File: src/rtl/sonar_serial_rx.sv
// Serial telemetry receiver for the sonar link: 7E1 characters, "AAA,DDD#" frames decoded to BCD.
// Optional macro SONAR_RX_PARIDADE_EN enables even-parity checking (otherwise the parity bit is ignored).
module sonar_serial_rx #(
    parameter int CLKS_PER_BIT = 434,
    parameter int HALF_BIT     = 217
) (
    input  logic        clock,
    input  logic        reset,
    input  logic        entrada_serial,
    output logic [11:0] angulo,
    output logic [11:0] distancia,
    output logic        frame_valido,
    output logic        erro_paridade,
    output logic        erro_formato,
    output logic [3:0]  db_estado
);

    localparam int CNT_W = $clog2(CLKS_PER_BIT + 1);
    localparam logic [CNT_W-1:0] BIT_END  = CNT_W'(CLKS_PER_BIT - 1);
    localparam logic [CNT_W-1:0] HALF_END = CNT_W'(HALF_BIT - 1);
    localparam logic [6:0] CH_VIRG = 7'h2C;
    localparam logic [6:0] CH_HASH = 7'h23;

    typedef enum logic [2:0] {OCIOSO, INICIO, DADOS, PARIDADE, PARADA} bit_state_t;
    typedef enum logic [3:0] {
        P_A0 = 4'd0, P_A1 = 4'd1, P_A2 = 4'd2, P_VIRG = 4'd3,
        P_D0 = 4'd4, P_D1 = 4'd5, P_D2 = 4'd6, P_HASH = 4'd7
    } p_state_t;

    logic             sync1_q, sync2_q, rx_prev_q;
    bit_state_t       bit_state_q, bit_state_d;
    logic [CNT_W-1:0] cnt_q, cnt_d;
    logic [2:0]       bit_idx_q, bit_idx_d;
    logic [6:0]       shift_q, shift_d;
    p_state_t         p_state_q, p_state_d;
    logic [11:0]      ang_sh_q, ang_sh_d, dist_sh_q, dist_sh_d;
    logic [11:0]      ang_q, ang_d, dist_q, dist_d;
    logic             frame_valido_q, frame_valido_d;
    logic             erro_formato_q, erro_formato_d;
    logic             byte_ok, bad, is_digit;
    logic             rx_s;
`ifdef SONAR_RX_PARIDADE_EN
    logic             par_q, par_d;
    logic             erro_paridade_q, erro_paridade_d;
`endif

    assign rx_s     = sync2_q;
    assign is_digit = (shift_q[6:4] == 3'b011) && (shift_q[3:0] <= 4'd9);

    always_comb begin
        bit_state_d    = bit_state_q;
        cnt_d          = cnt_q;
        bit_idx_d      = bit_idx_q;
        shift_d        = shift_q;
        p_state_d      = p_state_q;
        ang_sh_d       = ang_sh_q;
        dist_sh_d      = dist_sh_q;
        ang_d          = ang_q;
        dist_d         = dist_q;
        frame_valido_d = 1'b0;
        erro_formato_d = 1'b0;
        byte_ok        = 1'b0;
        bad            = 1'b0;
`ifdef SONAR_RX_PARIDADE_EN
        par_d           = par_q;
        erro_paridade_d = 1'b0;
`endif

        case (bit_state_q)
            OCIOSO: begin
                if (rx_prev_q && !rx_s) begin
                    bit_state_d = INICIO;
                    cnt_d       = '0;
                end
            end
            INICIO: begin
                if (cnt_q == HALF_END) begin
                    cnt_d       = '0;
                    bit_idx_d   = '0;
                    // A line already back high at mid start bit was a glitch.
                    bit_state_d = rx_s ? OCIOSO : DADOS;
                end else begin
                    cnt_d = cnt_q + CNT_W'(1);
                end
            end
            DADOS: begin
                if (cnt_q == BIT_END) begin
                    cnt_d   = '0;
                    shift_d = {rx_s, shift_q[6:1]};
                    if (bit_idx_q == 3'd6) bit_state_d = PARIDADE;
                    else                   bit_idx_d   = bit_idx_q + 3'd1;
                end else begin
                    cnt_d = cnt_q + CNT_W'(1);
                end
            end
            PARIDADE: begin
                if (cnt_q == BIT_END) begin
                    cnt_d       = '0;
`ifdef SONAR_RX_PARIDADE_EN
                    par_d       = rx_s;
`endif
                    bit_state_d = PARADA;
                end else begin
                    cnt_d = cnt_q + CNT_W'(1);
                end
            end
            PARADA: begin
                if (cnt_q == BIT_END) begin
                    cnt_d       = '0;
                    bit_state_d = OCIOSO;
                    if (!rx_s) begin
                        erro_formato_d = 1'b1;
                        p_state_d      = P_A0;
                    end
`ifdef SONAR_RX_PARIDADE_EN
                    else if (^{shift_q, par_q}) begin
                        erro_paridade_d = 1'b1;
                        p_state_d       = P_A0;
                    end
`endif
                    else begin
                        byte_ok = 1'b1;
                    end
                end else begin
                    cnt_d = cnt_q + CNT_W'(1);
                end
            end
            default: bit_state_d = OCIOSO;
        endcase

        if (byte_ok) begin
            case (p_state_q)
                P_A0: if (is_digit) begin ang_sh_d[11:8]  = shift_q[3:0]; p_state_d = P_A1; end else bad = 1'b1;
                P_A1: if (is_digit) begin ang_sh_d[7:4]   = shift_q[3:0]; p_state_d = P_A2; end else bad = 1'b1;
                P_A2: if (is_digit) begin ang_sh_d[3:0]   = shift_q[3:0]; p_state_d = P_VIRG; end else bad = 1'b1;
                P_VIRG: if (shift_q == CH_VIRG) p_state_d = P_D0; else bad = 1'b1;
                P_D0: if (is_digit) begin dist_sh_d[11:8] = shift_q[3:0]; p_state_d = P_D1; end else bad = 1'b1;
                P_D1: if (is_digit) begin dist_sh_d[7:4]  = shift_q[3:0]; p_state_d = P_D2; end else bad = 1'b1;
                P_D2: if (is_digit) begin dist_sh_d[3:0]  = shift_q[3:0]; p_state_d = P_HASH; end else bad = 1'b1;
                P_HASH: begin
                    if (shift_q == CH_HASH) begin
                        ang_d          = ang_sh_q;
                        dist_d         = dist_sh_q;
                        frame_valido_d = 1'b1;
                        p_state_d      = P_A0;
                    end else begin
                        bad = 1'b1;
                    end
                end
                default: bad = 1'b1;
            endcase
            // A stray '#' just realigns to the next frame without flagging an error.
            if (bad) begin
                p_state_d = P_A0;
                if (shift_q != CH_HASH) erro_formato_d = 1'b1;
            end
        end
    end

    always_ff @(posedge clock or posedge reset) begin
        if (reset) begin
            sync1_q        <= 1'b1;
            sync2_q        <= 1'b1;
            rx_prev_q      <= 1'b1;
            bit_state_q    <= OCIOSO;
            cnt_q          <= '0;
            bit_idx_q      <= '0;
            shift_q        <= '0;
            p_state_q      <= P_A0;
            ang_sh_q       <= '0;
            dist_sh_q      <= '0;
            ang_q          <= '0;
            dist_q         <= '0;
            frame_valido_q <= 1'b0;
            erro_formato_q <= 1'b0;
        end else begin
            sync1_q        <= entrada_serial;
            sync2_q        <= sync1_q;
            rx_prev_q      <= sync2_q;
            bit_state_q    <= bit_state_d;
            cnt_q          <= cnt_d;
            bit_idx_q      <= bit_idx_d;
            shift_q        <= shift_d;
            p_state_q      <= p_state_d;
            ang_sh_q       <= ang_sh_d;
            dist_sh_q      <= dist_sh_d;
            ang_q          <= ang_d;
            dist_q         <= dist_d;
            frame_valido_q <= frame_valido_d;
            erro_formato_q <= erro_formato_d;
        end
    end

`ifdef SONAR_RX_PARIDADE_EN
    always_ff @(posedge clock or posedge reset) begin
        if (reset) begin
            par_q           <= 1'b0;
            erro_paridade_q <= 1'b0;
        end else begin
            par_q           <= par_d;
            erro_paridade_q <= erro_paridade_d;
        end
    end
    assign erro_paridade = erro_paridade_q;
`else
    assign erro_paridade = 1'b0;
`endif

    assign angulo       = ang_q;
    assign distancia    = dist_q;
    assign frame_valido = frame_valido_q;
    assign erro_formato = erro_formato_q;
    assign db_estado    = p_state_q;

endmodule

File: config.mk
export PLATFORM = sky130hd
export DESIGN_NAME = sonar_serial_rx
export DESIGN_NICKNAME = d
export VERILOG_FILES = /design/src/rtl/sonar_serial_rx.sv
export SDC_FILE = /design/constraint.sdc
export NUM_CORES = 1
export LEC_CHECK = 0
export ABC_AREA = 1
export CAP_MARGIN = 20
export CORE_MARGIN = 10
export CORE_UTILIZATION = 48
export CTS_CLUSTER_SIZE = 25
export DETAILED_ROUTE_END_ITERATION = 6
export GPL_TIMING_DRIVEN = 0
export PLACE_DENSITY = 0.68
export SYNTH_ARGS = -nofsm -noshare
export SYNTH_HDL_FRONTEND = slang
export SYNTH_SLANG_ARGS = --single-unit
File: constraint.sdc
create_clock -name clock -period 3.8 [get_ports clock]
set_input_delay 0.95 -clock clock [delete_from_list [all_inputs] [get_ports clock]]
set_output_delay 0.95 -clock clock [all_outputs]
set_load 0.02 [all_outputs]
=== After elaboration in Yosys (flattened, before gate mapping) ===
Cells that the tools add are included.
W data, S select, Z words.

* $add $sub $neg: 2
* Multiply operators: 0
* Div/mod/pow operators: 0
* $lt $le $gt $ge: 1
* Equal/unequal tests: 25
* Shifts and indexed selects: 0
* Multiplexer cells: 47
* Bitwise gates (word level): 0
* Reductions and logical operators: 20

{| class="wikitable"
|+ Operators with widths
! operator !! count
|-
| $mux W4 || 13
|-
| $pmux W4 S8 || 1
|-
| $mux W3 || 9
|-
| $mux W9 || 3
|-
| $pmux W9 S3 || 1
|-
| $reduce_and A3 Y1 || 7
|-
| $eq A4 B3 Y1 const B || 4
|-
| $mux W1 || 16
|-
| $pmux W3 S5 || 1
|-
| $eq A7 B6 Y1 const B || 2
|-
| $ne A2 B2 Y1 const B || 7
|-
| $add A9 B1 Y9 const B || 1
|-
| $eq A3 B2 Y1 const B || 3
|-
| $eq A9 B8 Y1 const B || 1
|-
| $eq A9 B9 Y1 const B || 1
|-
| $eq A4 B2 Y1 const B || 2
|-
| $ne A7 B6 Y1 const B || 1
|-
| $eq A3 B3 Y1 const B || 2
|-
| $pmux W3 S2 || 1
|-
| $reduce_and A6 Y1 || 1
|-
| $reduce_or A6 Y1 || 1
|-
| $eq A4 B1 Y1 const B || 1
|-
| $le A4 B4 Y1 const B || 1
|-
| $logic_not A4 Y1 || 1
|-
| other kinds (12) || 14
|}

* Bits in registers: 79
* Bits in latches: 0
* Memory bits (writable): 0
* Bits in read-only memories: 0
* Output and inout bits: 31
* Logic and storage cells: 113
* Memories kept: 0

=== Longest topological paths before layout ===
* Depth after elaboration: 7
* Gate-level depth with buffers: 11
* Mapped depth without buffers: 10

=== Least setup slack after synthesis ===
OpenSTA, ideal clock, no wires.

* Path kind: reg-to-reg
* Start: reg cnt_q[1]
* End: reg ang_q[0], in the netlist angulo[0]
* Arrival: 1.497 ns
* Required time: 3.683 ns
* Path slack: 2.186 ns
* Cell stages (with the launch flop): 11
* Period minus slack after synthesis: 1.614 ns
* Cells stage by stage: dfrtp_1 -> inv_1 -> ha_1 -> nand2_1 -> nor2_2 -> nand2_4 -> nor2_4 -> nand4_2 -> buf_2 -> nand2_1 -> nand2_1

* Cells in the longest elaborated chain, start to end: 4

{| class="wikitable"
|+ Ends and longest elaborated chain
! element !! line !! text
|-
| start, declared || 32 || <nowiki>logic [CNT_W-1:0] cnt_q, cnt_d;</nowiki>
|-
| start signal, assigned || 181 || <nowiki>cnt_q <= cnt_d;</nowiki>
|-
| $eq A9 B9 Y1 || 108 || <nowiki>if (cnt_q == BIT_END) begin</nowiki>
|-
| $mux W1 || 108 ||
|-
| $mux W1 || 69 || <nowiki>case (bit_state_q)</nowiki>
|-
| $reduce_and A3 Y1 (no source line) || -- ||
|-
| end signal, assigned || 187 || <nowiki>ang_q <= ang_d;</nowiki>
|-
| end, declared || 37 || <nowiki>logic [11:0] ang_q, ang_d, dist_q, dist_d;</nowiki>
|}

Every way passes these cells.
A chain may end at the register's enable or synchronous reset.

=== Worst setup path after layout ===
* Start: reg p_state_q[3], in the netlist db_estado[3]
* End: out db_estado[3]

{| class="wikitable"
|+ RTL lines
! element !! line !! text
|-
| start, declared || 35 || <nowiki>p_state_t p_state_q, p_state_d;</nowiki>
|-
| start signal, assigned || 184 || <nowiki>p_state_q <= p_state_d;</nowiki>
|-
| end, declared || 15 || <nowiki>output logic [3:0] db_estado</nowiki>
|}

No word-level cell between the ends.

==> summary by stage <==
Status
The flow ran to the end, and the final reports show no timing, DRC or antenna violations.

Global routing
For this run the aggregate overflow at the end of global routing stands at 0. The via count of the first global-routing pass is 3232. The first-pass GRT wire length is 14.6 mm.

Entering global routing, the biggest net connects 58 pins. The number of antenna violations at the first check in global routing is 0. For this run, the total global-route usage over all layers was measured as 0.151.

Hold path
The startpoint identified for the worst hold timing path is sync1_q$_DFF_PP1_. The number of cells on the worst hold path is 0. In this run the worst hold path is classified as flip-flop to flip-flop.

Worst setup path
The total stage count of the critical path is 1. In this run the critical register-to-register path is launched from cnt_q[1]$_DFFE_PP0P_. The type of the setup path with the least slack is flip-flop to primary output. The required arrival time at the worst endpoint is about 2.9 ns. The largest incremental delay on the critical path is ~0.64 ns. The most critical setup path has its startpoint at db_estado[3]$_DFF_PP0_. Along the worst path, the maximum fanout reaches 5. The arrival time at the worst endpoint is 1.43 ns. The slowest stage of the critical path is the sky130_fd_sc_hd__clkdlybuf4s50_1 cell.

STA classifies the critical path endpoint as a primary output. The largest delay contributor family on the critical path is buffers and inverters. STA classifies the critical path startpoint as a flip-flop. The length in cells of the worst reg-to-reg path is 10.

The combined buffer and inverter count along the critical path is 1. Walking the worst path, the cells encountered are clkdlybuf4s50_1.

Timing
The worst clock skew is approximately 0.013 ns. The number of endpoints failing setup at the final stage is 0. Derived from the worst setup path, the maximum achievable clock frequency is 419 MHz. The share of the clock period used by the worst path after layout is 0.627. The max-slew violation total from the final report is 0. Setup total negative slack on the finished layout was measured at 0 ns.

Setup repair after global routing left no endpoint under its margin. The final number of hold-violating endpoints was 0. The time the final worst path needs with I/O delays and setup is between 2 and 2.5 ns.

Synthesis
The proportion of synthesized chip area in sequential cells is 0.518. In the synthesized netlist the async set-or-reset flop fraction comes to 1.00. The distinct cell type count of the synthesized netlist is 31.

The predominant post-synthesis flop cell is sky130_fd_sc_hd__dfrtp_1. The number of warnings printed during yosys synthesis is 0. The synthesized instance count is between 400 and 500. The post-synthesis instance area is approximately 0.0038 mm2. The average instance in the mapped netlist occupies roughly 8.0 um2. The number of enable flip-flop cells after synthesis is 0. The area fraction of the dominant cell type after synthesis is 0.498. In the synthesized netlist, the cells that appear most often are sky130_fd_sc_hd__nand2_1, sky130_fd_sc_hd__dfrtp_1, sky130_fd_sc_hd__nand4_1, sky130_fd_sc_hd__inv_1. The cell type with the largest total area after synthesis is sky130_fd_sc_hd__dfrtp_1. sky130_fd_sc_hd__nand2_1 is the most common cell in the netlist. Synthesis inferred around 80 register bits. The total nets after synthesis is 487. By area the synthesized netlist is led by sky130_fd_sc_hd__dfrtp_1, sky130_fd_sc_hd__nand2_1, sky130_fd_sc_hd__nand4_1.

Clock tree
Clock-pin slew was measured on the worst setup and hold paths at 0.08 ns. The master cell of the clock root buffer is sky130_fd_sc_hd__clkbuf_8. The sink count of the clock tree is 79. Post-CTS timing repair inserted 0 buffers for setup. The level count of the clock H-tree is 3. The clock reaches the later pin of the worst-skew pair after between 0.3 and 0.4 ns. Post-CTS repair changed the size of 0 cells. TritonCTS built the clock tree. The number of clock buffers inserted by TritonCTS is 9. The number of buffers on the longest clock path is 2. The number of hold buffers added after cts is 0.

Routing
Summing over every cut layer, the via total after detailed routing is between 3000 and 4000. Dividing the detail-routed via count by the number of cells gives just over 5. The detailed-routing iteration count for the pre-antenna-repair pass is 4. For this block, the routed nets add up to approximately 8.2 mm of wire. In this run, the number of DRC markers left after iteration 0 of detailed routing was around 210. Dividing the detail-routed wire length by the instance count gives approximately 13 um.

The number of routed nets with antenna violations is 0. After detailed routing, the number of remaining DRC violations is 0.

Placement
At the end of routability-driven placement, the weighted congestion stood at approximately 0.90. The placed wire-length estimate after detailed placement is roughly 6 mm. The instance area at placement is about 0.0043 mm2. The count of port buffers added during placement is 32.

Floorplan
The floorplan step set the die width to ~110 um. The boundary pin count is 34. Measured along the y axis, the die boundary spans about 110 um.

The effective utilization at floorplan is 0.494. The area of the core region is around 0.0077 mm2. The number of cell rows is 32.

The overall die area is roughly 0.012 mm2.

Power and ir drop
Overall power consumption after layout is estimated at roughly 1.9 mW. In this run the static leakage power is 2.35 nW. The power per cell area is 421 mW/mm2. The maximum ir drop on the vdd rail is about 0.00029 V.

Layout
The signed area change from the synthesized netlist to the final layout is 17.4%. The number of nets in the finished design is 531. The fraction of layout cells with a size suffix above 1 is 0.0814.

The number of antenna repair diodes is 0. The finished cells cover about 0.0045 mm2. The number of filler instances in the final layout is between 700 and 800.

Job
Max-cap violations in this run came to 0.
[metrics by stage]
step                      hold slack [ns]  std cells   util  setup WS [ns]
after CTS                           0.361        630  0.581           1.41
after global placement              0.347        613  0.552         -0.387
after global routing                0.362        630  0.581           1.36
after floorplan                     0.345        479      -          0.832
final                               0.360        630  0.581           1.42
after detailed placement            0.350        614  0.556           1.79
[sequential cells by signal (all words and copies together) (netlist names), 3 cells and up]
name         cells
distancia       12
bit_state_q      3
shift_q          7
ang_sh_q        12
angulo          12
bit_idx_q        3
db_estado        4
dist_sh_q       12
cnt_q            9
[final cells by class]
type	count	area (um2)	share of cell area
clock buffer	11	131	0.0293
inverter	38	145	0.0323
tap	102	128	0.0284
sequential	79	1980	0.441
buffer	15	86.3	0.0192
timing repair buffer	33	348	0.0775
multi-input combinational	347	1610	0.359
clock inverter	5	56.3	0.0125
[path summary, 6_finish.rpt]
path,to,slack (ns)
max in group asynchronous,sync1_q$_DFF_PP1_,2.27
min in group asynchronous,angulo[5]$_DFFE_PP0P_,0.90
max reg2reg,distancia[6]$_DFFE_PP0P_,1.83
max,db_estado[3],1.42
min reg2reg,rx_s$_DFF_PP1_,0.36
min,rx_s$_DFF_PP1_,0.36
[layer usage]
metal  vias to the layer above  track usage  routed length [um]
li1                       1637            -                   -
met1                      1514        0.182                3570
met2                        57        0.258                4050
met3                        12       0.0360                 453
met4                         0       0.0530                 138
met5                         -            0                   0
[placed cells by master, fill, tap and decap left out, drive strengths merged, types with 12 or more instances in the layout]
cell type / Yosys / layout
dfrtp: 76 / 76
nor2: 35 / 35
nand4: 45 / 45
o21ai: 14 / 14
nand3: 29 / 29
inv: 37 / 38
nand2: 205 / 205
buf: 11 / 12
clkbuf: 4 / 15
clkdlybuf4s50: 0 / 32
[cell families after synthesis]
logic type	share of synthesized area
other	0.000981
adders and majority gates	0.0164
xor gates and xnor gates	0.00688
and+or+nand+nor	0.367
buffers and inverters	0.0599
DFF	0.518
AOI/OAI and AO/OA	0.0304
[worst register-to-register path: cells and delay by family (launching register included)]
family | cells | cell delay (ns)
and+or+nand+nor | 7 | 0.91
buffers and inverters | 2 | 0.36
adders and majority gates | 1 | 0.20
DFF | 1 | 0.40
[report_power, final]
| group | total, mW | switching, mW | internal [mW] |
|---|---|---|---|
| clock | 0.607 | 0.303 | 0.304 |
| sequential | 0.926 | 0.0449 | 0.881 |
| combinational | 0.357 | 0.257 | 0.100 |
| total | 1.89 | 0.605 | 1.29 |
Power figures use the tool's default switching activity.
